File: config.mk
export PLATFORM = sky130hd
export DESIGN_NAME = aes_round_ctrl
export DESIGN_NICKNAME = d
export VERILOG_FILES = /design/src/rtl/aes_round_ctrl.sv
export SDC_FILE = /design/constraint.sdc
export NUM_CORES = 1
export LEC_CHECK = 0
export CAP_MARGIN = 5
export CORE_ASPECT_RATIO = 0.7
export CORE_MARGIN = 2
export CORE_UTILIZATION = 48
export CTS_CLUSTER_SIZE = 14
export DETAILED_ROUTE_END_ITERATION = 10
export PLACE_DENSITY = 0.87
export SLEW_MARGIN = 5
export SYNTH_ARGS = -nofsm -noshare
export SYNTH_HDL_FRONTEND = slang
export SYNTH_SLANG_ARGS = --single-unit
File: constraint.sdc
create_clock -name clk -period 1.9 [get_ports clk]
set_input_delay 0.38 -clock clk [delete_from_list [all_inputs] [get_ports clk]]
set_output_delay 0.38 -clock clk [all_outputs]
set_load 0.02 [all_outputs]
File: src/rtl/aes_round_ctrl.sv
// Control sequencer for an iterative AES-128 encryption core: one LOAD cycle, NR-1 full rounds,
// one final round without MixColumns, then a DONE state that holds the ciphertext until taken.
module aes_round_ctrl #(
  parameter int unsigned NR  = 10,
  parameter int unsigned CW  = 4,
  parameter int unsigned BCW = 16
) (
  input  logic           clk,
  input  logic           rst_n,
  input  logic           in_valid,
  output logic           in_ready,
  output logic           out_valid,
  input  logic           out_ready,
  input  logic           flush,
  output logic           ld_init,
  output logic           ld_round,
  output logic           skip_mix,
  output logic [CW-1:0]  round_cnt,
  output logic [7:0]     rcon,
  output logic           busy,
  output logic [BCW-1:0] blk_cnt
);

  typedef enum logic [2:0] {
    StIdle,
    StLoad,
    StRound,
    StFinal,
    StDone
  } state_e;

  state_e         state_q, state_d;
  logic [CW-1:0]  round_cnt_q, round_cnt_d;
  logic [7:0]     rcon_q, rcon_d;
  logic [BCW-1:0] blk_cnt_q, blk_cnt_d;

  // Multiply by x in GF(2^8) modulo the AES polynomial.
  function automatic logic [7:0] xtime(input logic [7:0] b);
    return {b[6:0], 1'b0} ^ (b[7] ? 8'h1b : 8'h00);
  endfunction

  always_comb begin
    state_d     = state_q;
    round_cnt_d = round_cnt_q;
    rcon_d      = rcon_q;
    blk_cnt_d   = blk_cnt_q;
    in_ready    = 1'b0;
    out_valid   = 1'b0;
    ld_init     = 1'b0;
    ld_round    = 1'b0;
    skip_mix    = 1'b0;
    busy        = 1'b0;

    unique case (state_q)
      StIdle: begin
        in_ready    = 1'b1;
        round_cnt_d = '0;
        rcon_d      = 8'h00;
        if (in_valid) state_d = StLoad;
      end
      StLoad: begin
        ld_init     = 1'b1;
        busy        = 1'b1;
        state_d     = StRound;
        round_cnt_d = CW'(1);
        rcon_d      = 8'h01;
      end
      StRound: begin
        ld_round    = 1'b1;
        busy        = 1'b1;
        round_cnt_d = round_cnt_q + CW'(1);
        rcon_d      = xtime(rcon_q);
        if (round_cnt_q == CW'(NR - 1)) state_d = StFinal;
      end
      StFinal: begin
        ld_round  = 1'b1;
        skip_mix  = 1'b1;
        busy      = 1'b1;
        state_d   = StDone;
        rcon_d    = 8'h00;
        blk_cnt_d = blk_cnt_q + BCW'(1);
      end
      StDone: begin
        out_valid = 1'b1;
        if (out_ready) begin
          state_d     = StIdle;
          round_cnt_d = '0;
        end
      end
      default: begin
        state_d     = StIdle;
        round_cnt_d = '0;
        rcon_d      = 8'h00;
      end
    endcase

    // Abort wins over everything, including the block-count update in FINAL.
    if (flush) begin
      state_d     = StIdle;
      round_cnt_d = '0;
      rcon_d      = 8'h00;
      blk_cnt_d   = blk_cnt_q;
    end
  end

  always_ff @(posedge clk or negedge rst_n) begin
    if (!rst_n) begin
      state_q     <= StIdle;
      round_cnt_q <= '0;
      rcon_q      <= 8'h00;
      blk_cnt_q   <= '0;
    end else begin
      state_q     <= state_d;
      round_cnt_q <= round_cnt_d;
      rcon_q      <= rcon_d;
      blk_cnt_q   <= blk_cnt_d;
    end
  end

  // rcon_q is kept at zero outside ROUND/FINAL, so it can be driven out directly.
  assign round_cnt = round_cnt_q;
  assign rcon      = rcon_q;
  assign blk_cnt   = blk_cnt_q;

endmodule
* After elaboration in Yosys (flattened, before gate mapping) *
Cells that the tools add are included.

cells by class
  eq/ne operators = 10
  mux-type cells = 17
  bitwise logic cells = 2
  reductions and logical operators = 6
  add/sub/neg operators = 2

operators by type and width
  cell                     count
  $pmux W8 S3              1
  $add A16 B1 Y16 const B  1
  $pmux W4 S4              1
  $pmux W3 S5              1
  $mux W3                  4
  $ne A3 B3 Y1 const B     3
  $mux W4                  2
  $mux W8                  1
  $xor A8 B5 Y8            1
  $eq A3 B2 Y1 const B     2
  $mux W1                  6
  $mux W5                  1
  $add A4 B1 Y4 const B    1
  $eq A4 B4 Y1 const B     1
  $ne A2 B2 Y1 const B     2
  $reduce_and A2 Y1        2
  $eq A3 B1 Y1 const B     1
  $eq A3 B3 Y1 const B     1
  $logic_not A3 Y1         1
  $reduce_and A3 Y1        1
  $reduce_or A3 Y1         1
  $reduce_or A2 Y1         1
  $not A1 Y1               1

storage, ports and cells
  register bits = 31
  logic and storage cells = 41

* Longest topological paths before layout *
Gate-level depths: netlist of the first run.

  word-level depth = 4
  gate-level depth with buffers = 6
  mapped depth without buffers = 6

* Worst setup path before layout of the first run *
Ideal clock, no wire load.

  kind = reg2reg
  start point = register blk_cnt_q[0] (netlist: blk_cnt[0])
  end point = register blk_cnt_q[14] (netlist: blk_cnt[14])
  setup time = 0.080 ns
  clock period less this slack = 1.600 ns
  arrival time = 1.521 ns
  setup slack = 0.300 ns
  buffers on the path = 0
  stages on the path, launching flop included = 6
  cell sequence = dfrtp_1 > ha_1 > nand4_1 > or4_1 > nor2_1 > xor2_1

between the ends
  word-level cells in the longest chain between the ends = 1

RTL lines
  element                 line  RTL
  from (decl)             35    logic [BCW-1:0] blk_cnt_q, blk_cnt_d;
  from (signal assigned)  116   blk_cnt_q <= blk_cnt_d;
  $add A16 B1 Y16         81    blk_cnt_d = blk_cnt_q + BCW'(1);

Every way passes these cells.
A chain may end at the register's enable or synchronous reset.

* Worst setup path in the final report of the first run *
  start point = register state_q[0]
  end point = output out_valid

between the ends
  word-level cells in the longest chain between the ends = 2

RTL lines
  element                 line  RTL
  from (decl)             32    state_e state_q, state_d;
  from (signal assigned)  108   state_q <= StIdle;
  from (signal assigned)  113   state_q <= state_d;
  $eq A3 B3 Y1            54    unique case (state_q)
  $mux W1                 54
  to (decl)               12    output logic out_valid,

Every way passes these cells.

==> results.toml, run 1 <==
[worst_setup_path]
cp_max_fo = 9
critPathArrivalTime_ns = 1.45
cp-start-kind = "flip-flop"
crit_type = "reg2out"
cp.required_ns = 1.52
worstSetupEndpointType = "output port"

[global_routing]
grt_overflow_total = 0
grt_pass1_wl_um = 5860
antenna_found_initial = 0
grt_max_degree = 32
grt_usage_pct = 21.4
grt_pass1_vias = 1229

[drt]
routedWlPerCell_um = 15.5
drtIter0Drc = 66
vias = 1211
firstDrtPassIters = 4
drcViolationCount = 0
routed_via_density = 5.36
drt-total-wl_um = 3490
ant_nets = 0

[power_and_ir_drop]
p_seq_share_pct = 45.3
p_int_w = 0.00120
ir_worst_vdd_mv = 0.596
p_per_area_mw_per_mm2 = 762
swShare_pct = 24.4
comb_power_share_pct = 12.8
clock_power_share_pct = 41.9
power_leakage_nw = 0.975
netSwitchingPower_w = 0.000387
finalPower_w = 0.00159

[cts]
cts_made_buffers = 5
cts_setup_buffers = 0
cts_tree = "done"
clk_path_buf_depth = 2
clock_sinks = 31
clk_latency_ns = 0.28
clkTransAtPathRegs_ns = 0.07
cts-root-buf = "clkbuf_8"
holdBufCountCts = 0
cts.htree.levels = 2
cts_repair_resize_count = 7

[die]
row_count = 16
io_pins = 39
die_area_mm2 = 0.00359
start_util_pct = 52.0
die_y_um = 50.8
core-area_mm2 = 0.00288
fp.dieW_um = 70.8

[run_status]
status = "complete, no violations"

[sta]
tightest_slew_ns = 0.463
skew_ns = 0.00430
drv_slew = 0
holdWs_ns = 0.477
max_freq_mhz = 548
rsz0062_at_grt = "false"
finalHoldViolCount = 0
worst_slack_ns = 0.0749
slew_headroom_pct = 69.1
setup_viol = 0
min_period_over_period_pct = 96.1
timing.final.crit_period_ns = 1.83

[place]
dp_hpwl_um = 2510
gp_congestion = 0.856
dp_worst_setup_slack_ns = -0.145
placed_cell_area_mm2 = 0.00197
io_buffers = 38

[finish]
areaGrowthSynthToFinish_pct = 39.1
final_nets = 197
fill_cells = 209
finalInstanceArea_mm2 = 0.00208
antenna_cells = 0
layout-drive-gt1-share_pct = 13.7

[synthesis]
seq_area_frac_synth_pct = 51.8
synth.top_cell.area_share_pct = 51.8
syn_area_mm2 = 0.00150
postSynthAreaPerCell_um2 = 10.6
synthTopCellsByArea = "dfrtp_1 (52%), xnor2_1 (5.8%), xor2_1 (5.3%), a22o_1 (4.1%), nand2_1 (4.0%)"
netlist_instances = 141
synth_top_area_cell = "dfrtp_1"
ys_warn_count = 0
synthesis.nets = 149
ys_types = 36
ys_seq_elements = 31

[hold_path]
hold_class = "reg2reg"

[run]
cap_viol_max_count = 0
-- layout make-up --
cell class                 instances  area [um^2]  share of cell area [%]
timing repair buffer              47          440                    21.1
clock inverter                     2         35.0                    1.68
inverter                           5         18.8                   0.900
tap                               36         45.0                    2.16
multi-input combinational         99          684                    32.8
sequential                        31          778                    37.3
clock buffer                       6         82.6                    3.96
-- power groups by stage --
stage	Clock, W	Combinational (W)	Sequential, W
2_1_floorplan	0	0.0000806	0.000745
3_3_place_gp	0	0.000203	0.000728
3_5_place_dp	0	0.000212	0.000729
4_1_cts	0.000680	0.000206	0.000719
5_1_grt	0.000707	0.000221	0.000722
6_report	0.000665	0.000203	0.000720
-- state kept, by name, summed over array words and instances (netlist names) --
signal and cells:
state_q 3, rcon 8, round_cnt 4, blk_cnt 16
-- cells by family (layout without fill, tap and decap cells) --
kind of cell    after synthesis  count (layout)  synth area share [%]
simple gates                 60              60                  23.5
flops                        31              31                  51.8
xor+xnor                     19              19                  11.1
compound gates               16              16                  7.60
buf+inv                      11              60                  2.92
fa+ha+maj                     3               3                  2.50
mux                           1               1                 0.668
-- synthesized netlist by cell type, drive strengths merged --
master / n
or4: 1
and2b: 1
clkbuf: 4
o31ai: 1
nor2: 14
nand3: 3
a21oi: 4
o21ai: 3
buf: 2
nand2: 16
xnor2: 10
and4: 1
xor2: 9
a22o: 7
nor4: 2
inv: 5
ha: 3
nand3b: 3
nand2b: 2
nor2b: 1
nor3: 3
or2: 1
a31oi: 1
and3: 1
or3b: 1
nand4bb: 1
and2: 1
or4b: 2
dfrtp: 31
nor3b: 1
nand4: 4
or4bb: 1
mux2i: 1
-- per-layer routing --
layer / vias up / GRT usage, % / part of all wire, %
li1: 578 / - / -
met1: 589 / 27.0 / 43
met2: 39 / 34.0 / 50
met3: 5 / 6.02 / 5.6
met4: 0 / 10.7 / 1.2
met5: - / 0 / 0
-- final timing paths --
| check | startpoint | end | slack, ns | cells after the start |
|---|---|---|---|---|
| max reg2reg | state_q[2]$_DFFE_PN0P_ | blk_cnt[14]$_DFFE_PN0P_ | 0.13 | 5 |
| min in group asynchronous | rst_n | rcon[2]$_DFFE_PN0P_ | 0.49 | 2 |
| min | blk_cnt[15]$_DFFE_PN0P_ | blk_cnt[15]$_DFFE_PN0P_ | 0.48 | 1 |
| max | state_q[0]$_DFFE_PN0P_ | out_valid | 0.07 | 3 |
| max in group asynchronous | rst_n | state_q[2]$_DFFE_PN0P_ | 1.10 | 2 |
| min reg2reg | blk_cnt[15]$_DFFE_PN0P_ | blk_cnt[15]$_DFFE_PN0P_ | 0.48 | 1 |
-- worst max-delay path: stages (launching register included) --
cell and delay [ns]:
dfrtp_2 0.47, nor2_1 0.17, and2_1 0.18, dlygate4sd2_1 0.34
-- through the flow --
step | util, % | instances | TNS (ns)
after floorplan | - | 141 | 0
after global placement | 68.2 | 218 | -0.230
after detailed placement | 68.2 | 218 | -0.800
after CTS | 72.1 | 226 | 0
after global routing | 72.3 | 226 | 0
final | 72.3 | 226 | 0
-- layout by cell type, fill, tap and decap left out, types with 2 or more instances in the layout --
| cell | n |
|---|---|
| clkdlybuf4s50_1 | 32 |
| nand2b_1 | 2 |
| nand3_1 | 3 |
| or4b_1 | 2 |
| xor2_1 | 9 |
| nor3_1 | 2 |
| a22o_1 | 7 |
| dfrtp_1 | 29 |
| ha_1 | 3 |
| xnor2_1 | 10 |
| buf_4 | 9 |
| a21oi_1 | 3 |
| nand4_1 | 4 |
| inv_1 | 5 |
| dlygate4sd2_1 | 6 |
| nor2_1 | 14 |
| clkbuf_8 | 6 |
| nand3b_1 | 2 |
| nand2_1 | 16 |
| dfrtp_2 | 2 |
| o21ai_1 | 3 |
Note: power is estimated with default switching activity, not from simulation.
==> run 2, diff against run 1 <==
--- a/config.mk
+++ b/config.mk
@@ -8,10 +8,11 @@
 export CAP_MARGIN = 5
 export CORE_ASPECT_RATIO = 0.7
 export CORE_MARGIN = 2
-export CORE_UTILIZATION = 48
+export CORE_UTILIZATION = 50
 export CTS_CLUSTER_SIZE = 14
 export DETAILED_ROUTE_END_ITERATION = 10
-export PLACE_DENSITY = 0.87
+export DONT_BUFFER_PORTS = 1
+export PLACE_DENSITY = 0.73
 export SLEW_MARGIN = 5
 export SYNTH_ARGS = -nofsm -noshare
 export SYNTH_HDL_FRONTEND = slang
==> results.toml, run 2 (synthesized netlist as in run 1, its figures left out) <==
[drt]
drtIter0Drc = 70
drt-total-wl_um = 2950
routed_via_density = 5.58
vias = 1054
ant_nets = 0
routedWlPerCell_um = 15.6
firstDrtPassIters = 4
drcViolationCount = 0

[die]
io_pins = 39
core-area_mm2 = 0.00282
die_area_mm2 = 0.00346
fp.dieW_um = 69.4
die_y_um = 49.8
row_count = 16
start_util_pct = 53.1

[place]
dp_hpwl_um = 2130
dp_cells = 180
gp_congestion = 0.816
placed_cell_area_mm2 = 0.00159
io_buffers = 0

[cts]
cts_made_buffers = 5
cts-root-buf = "clkbuf_8"
clk_latency_ns = 0.28
clkTransAtPathRegs_ns = 0.06
cts_repair_resize_count = 0
clk_path_buf_depth = 2
cts.htree.levels = 2
cts_tree = "done"
clock_sinks = 31

[finish]
layout-drive-gt1-share_pct = 15.0
fin_cells = 189
areaGrowthSynthToFinish_pct = 13.7
finalInstanceArea_mm2 = 0.00170
antenna_cells = 0
final_common_cell = "dfrtp_1"
final_nets = 161
largest_register_ffs = 16
layout_common_cells = "dfrtp_1 (31), nand2_1 (16), nor2_1 (14)"

[worst_setup_path]
critPathMaxStageDelay_ns = 0.39
worstSetupEndpointType = "output port"
critPathBufInv = 1
cp.required_ns = 1.52
cp_max_fo = 11
cp-start-kind = "flip-flop"
cp_slowest_cell = "dfrtp_1"
reg2reg_from = "state_q[1]$_DFFE_PN0P_"
critPathArrivalTime_ns = 1.40
crit_type = "reg2out"
crit_family = "simple AND/OR/NAND/NOR gates"
worstSetupStartpoint = "state_q[2]$_DFFE_PN0P_"
crit_chain = "buf_4 > nand2b_1 > nor2_1"

[sta]
drv_slew = 0
max_freq_mhz = 562
timing.final.crit_period_ns = 1.78
finalHoldViolCount = 0
setup_viol = 0
finalSetupTns_ns = 0
skew_ns = 0.00286
rsz0062_at_grt = "false"
tightest_slew_ns = 0.521
slew_headroom_pct = 65.1
min_period_over_period_pct = 93.6

[hold_path]
hold_start = "flush"
hold_class = "in2reg"

[global_routing]
grt_max_degree = 32
antenna_found_initial = 0
grt_overflow_total = 0
grt_pass1_vias = 1021
grt_pass1_wl_um = 4860
grt_usage_pct = 18.4

[power_and_ir_drop]
power_leakage_nw = 0.824
ir_worst_vdd_mv = 0.619
p_per_area_mw_per_mm2 = 823

[run_status]
status = "complete, no violations"

[run]
cap_viol_max_count = 0
-- run 2: cell count changes in the layout (fill, tap and decap cells not counted), sizes merged --
| cell | previous run | this run |
|---|---|---|
| dlygate4sd3 | 0 | 1 |
| dlygate4sd2 | 6 | 0 |
| clkdlybuf4s50 | 32 | 0 |
| bufinv | 1 | 0 |
| buf | 9 | 10 |
-- run 2: worst register-to-register path, stage by stage, from the launching register on --
cell	delay, ns
dfrtp_1	0.47
buf_4	0.20
or4b_1	0.56
a21oi_2	0.24
nand2_1	0.08
o21ai_1	0.08
-- run 2: final cells by class --
class | instances | area (um^2)
Multi-Input combinational cell | 99 | 679
Fill cell | 238 | 1120
Timing Repair Buffer | 11 | 97.6
Sequential cell | 31 | 776
Clock inverter | 1 | 5.00
Tap cell | 36 | 45.0
Clock buffer | 6 | 82.6
Inverter | 5 | 18.8
-- run 2: layer usage --
| metal | up-vias | share of wire (%) | global-route usage, % | wire, um |
|---|---|---|---|---|
| li1 | 507 | - | - | - |
| met1 | 511 | 45 | 21.7 | 1320 |
| met2 | 32 | 47 | 29.0 | 1390 |
| met3 | 4 | 7.5 | 11.5 | 222 |
| met4 | 0 | 0.78 | 3.27 | 23 |
| met5 | - | 0 | 0 | 0 |
-- run 2: stage by stage --
stage                     power, W  hold WS (ns)  util [%]  setup WS (ns)
after floorplan           0.000826        0.0844         -          0.300
after global placement    0.000874        0.0851      56.2          0.282
after detailed placement  0.000881        0.0851      56.2          0.243
after CTS                  0.00142         0.149      60.4          0.109
after global routing       0.00146         0.138      60.4         0.0557
final                      0.00140         0.155      60.4          0.122
-- run 2: where the power goes --
group	internal, W	leakage, nW	switching, W
Clock	0.000284	0.0470	0.000233
Sequential	0.000683	0.419	0.0000271
Combinational	0.0000694	0.358	0.000106
-- run 2: path summary, 6_finish.rpt --
path	end	slack (ns)	cells after the start
worst max-delay path	ld_init	0.12	3
worst min-delay path	rcon[0]$_DFFE_PN0P_	0.16	1
worst max register to register	round_cnt[1]$_DFFE_PN0P_	0.21	5
worst min register to register	blk_cnt[1]$_DFFE_PN0P_	0.59	3
max in group asynchronous	blk_cnt[13]$_DFFE_PN0P_	1.19	2
min in group asynchronous	rcon[3]$_DFFE_PN0P_	0.54	2
-- run 2: what timing repair did --
| action | in CTS | in global routing |
|---|---|---|
| endpoints found under the hold margin | 31 | 0 |
| hold buffers | 2 | 0 |
| setup endpoints to repair | 0 | 0 |
| buffers inserted | 0 | 0 |
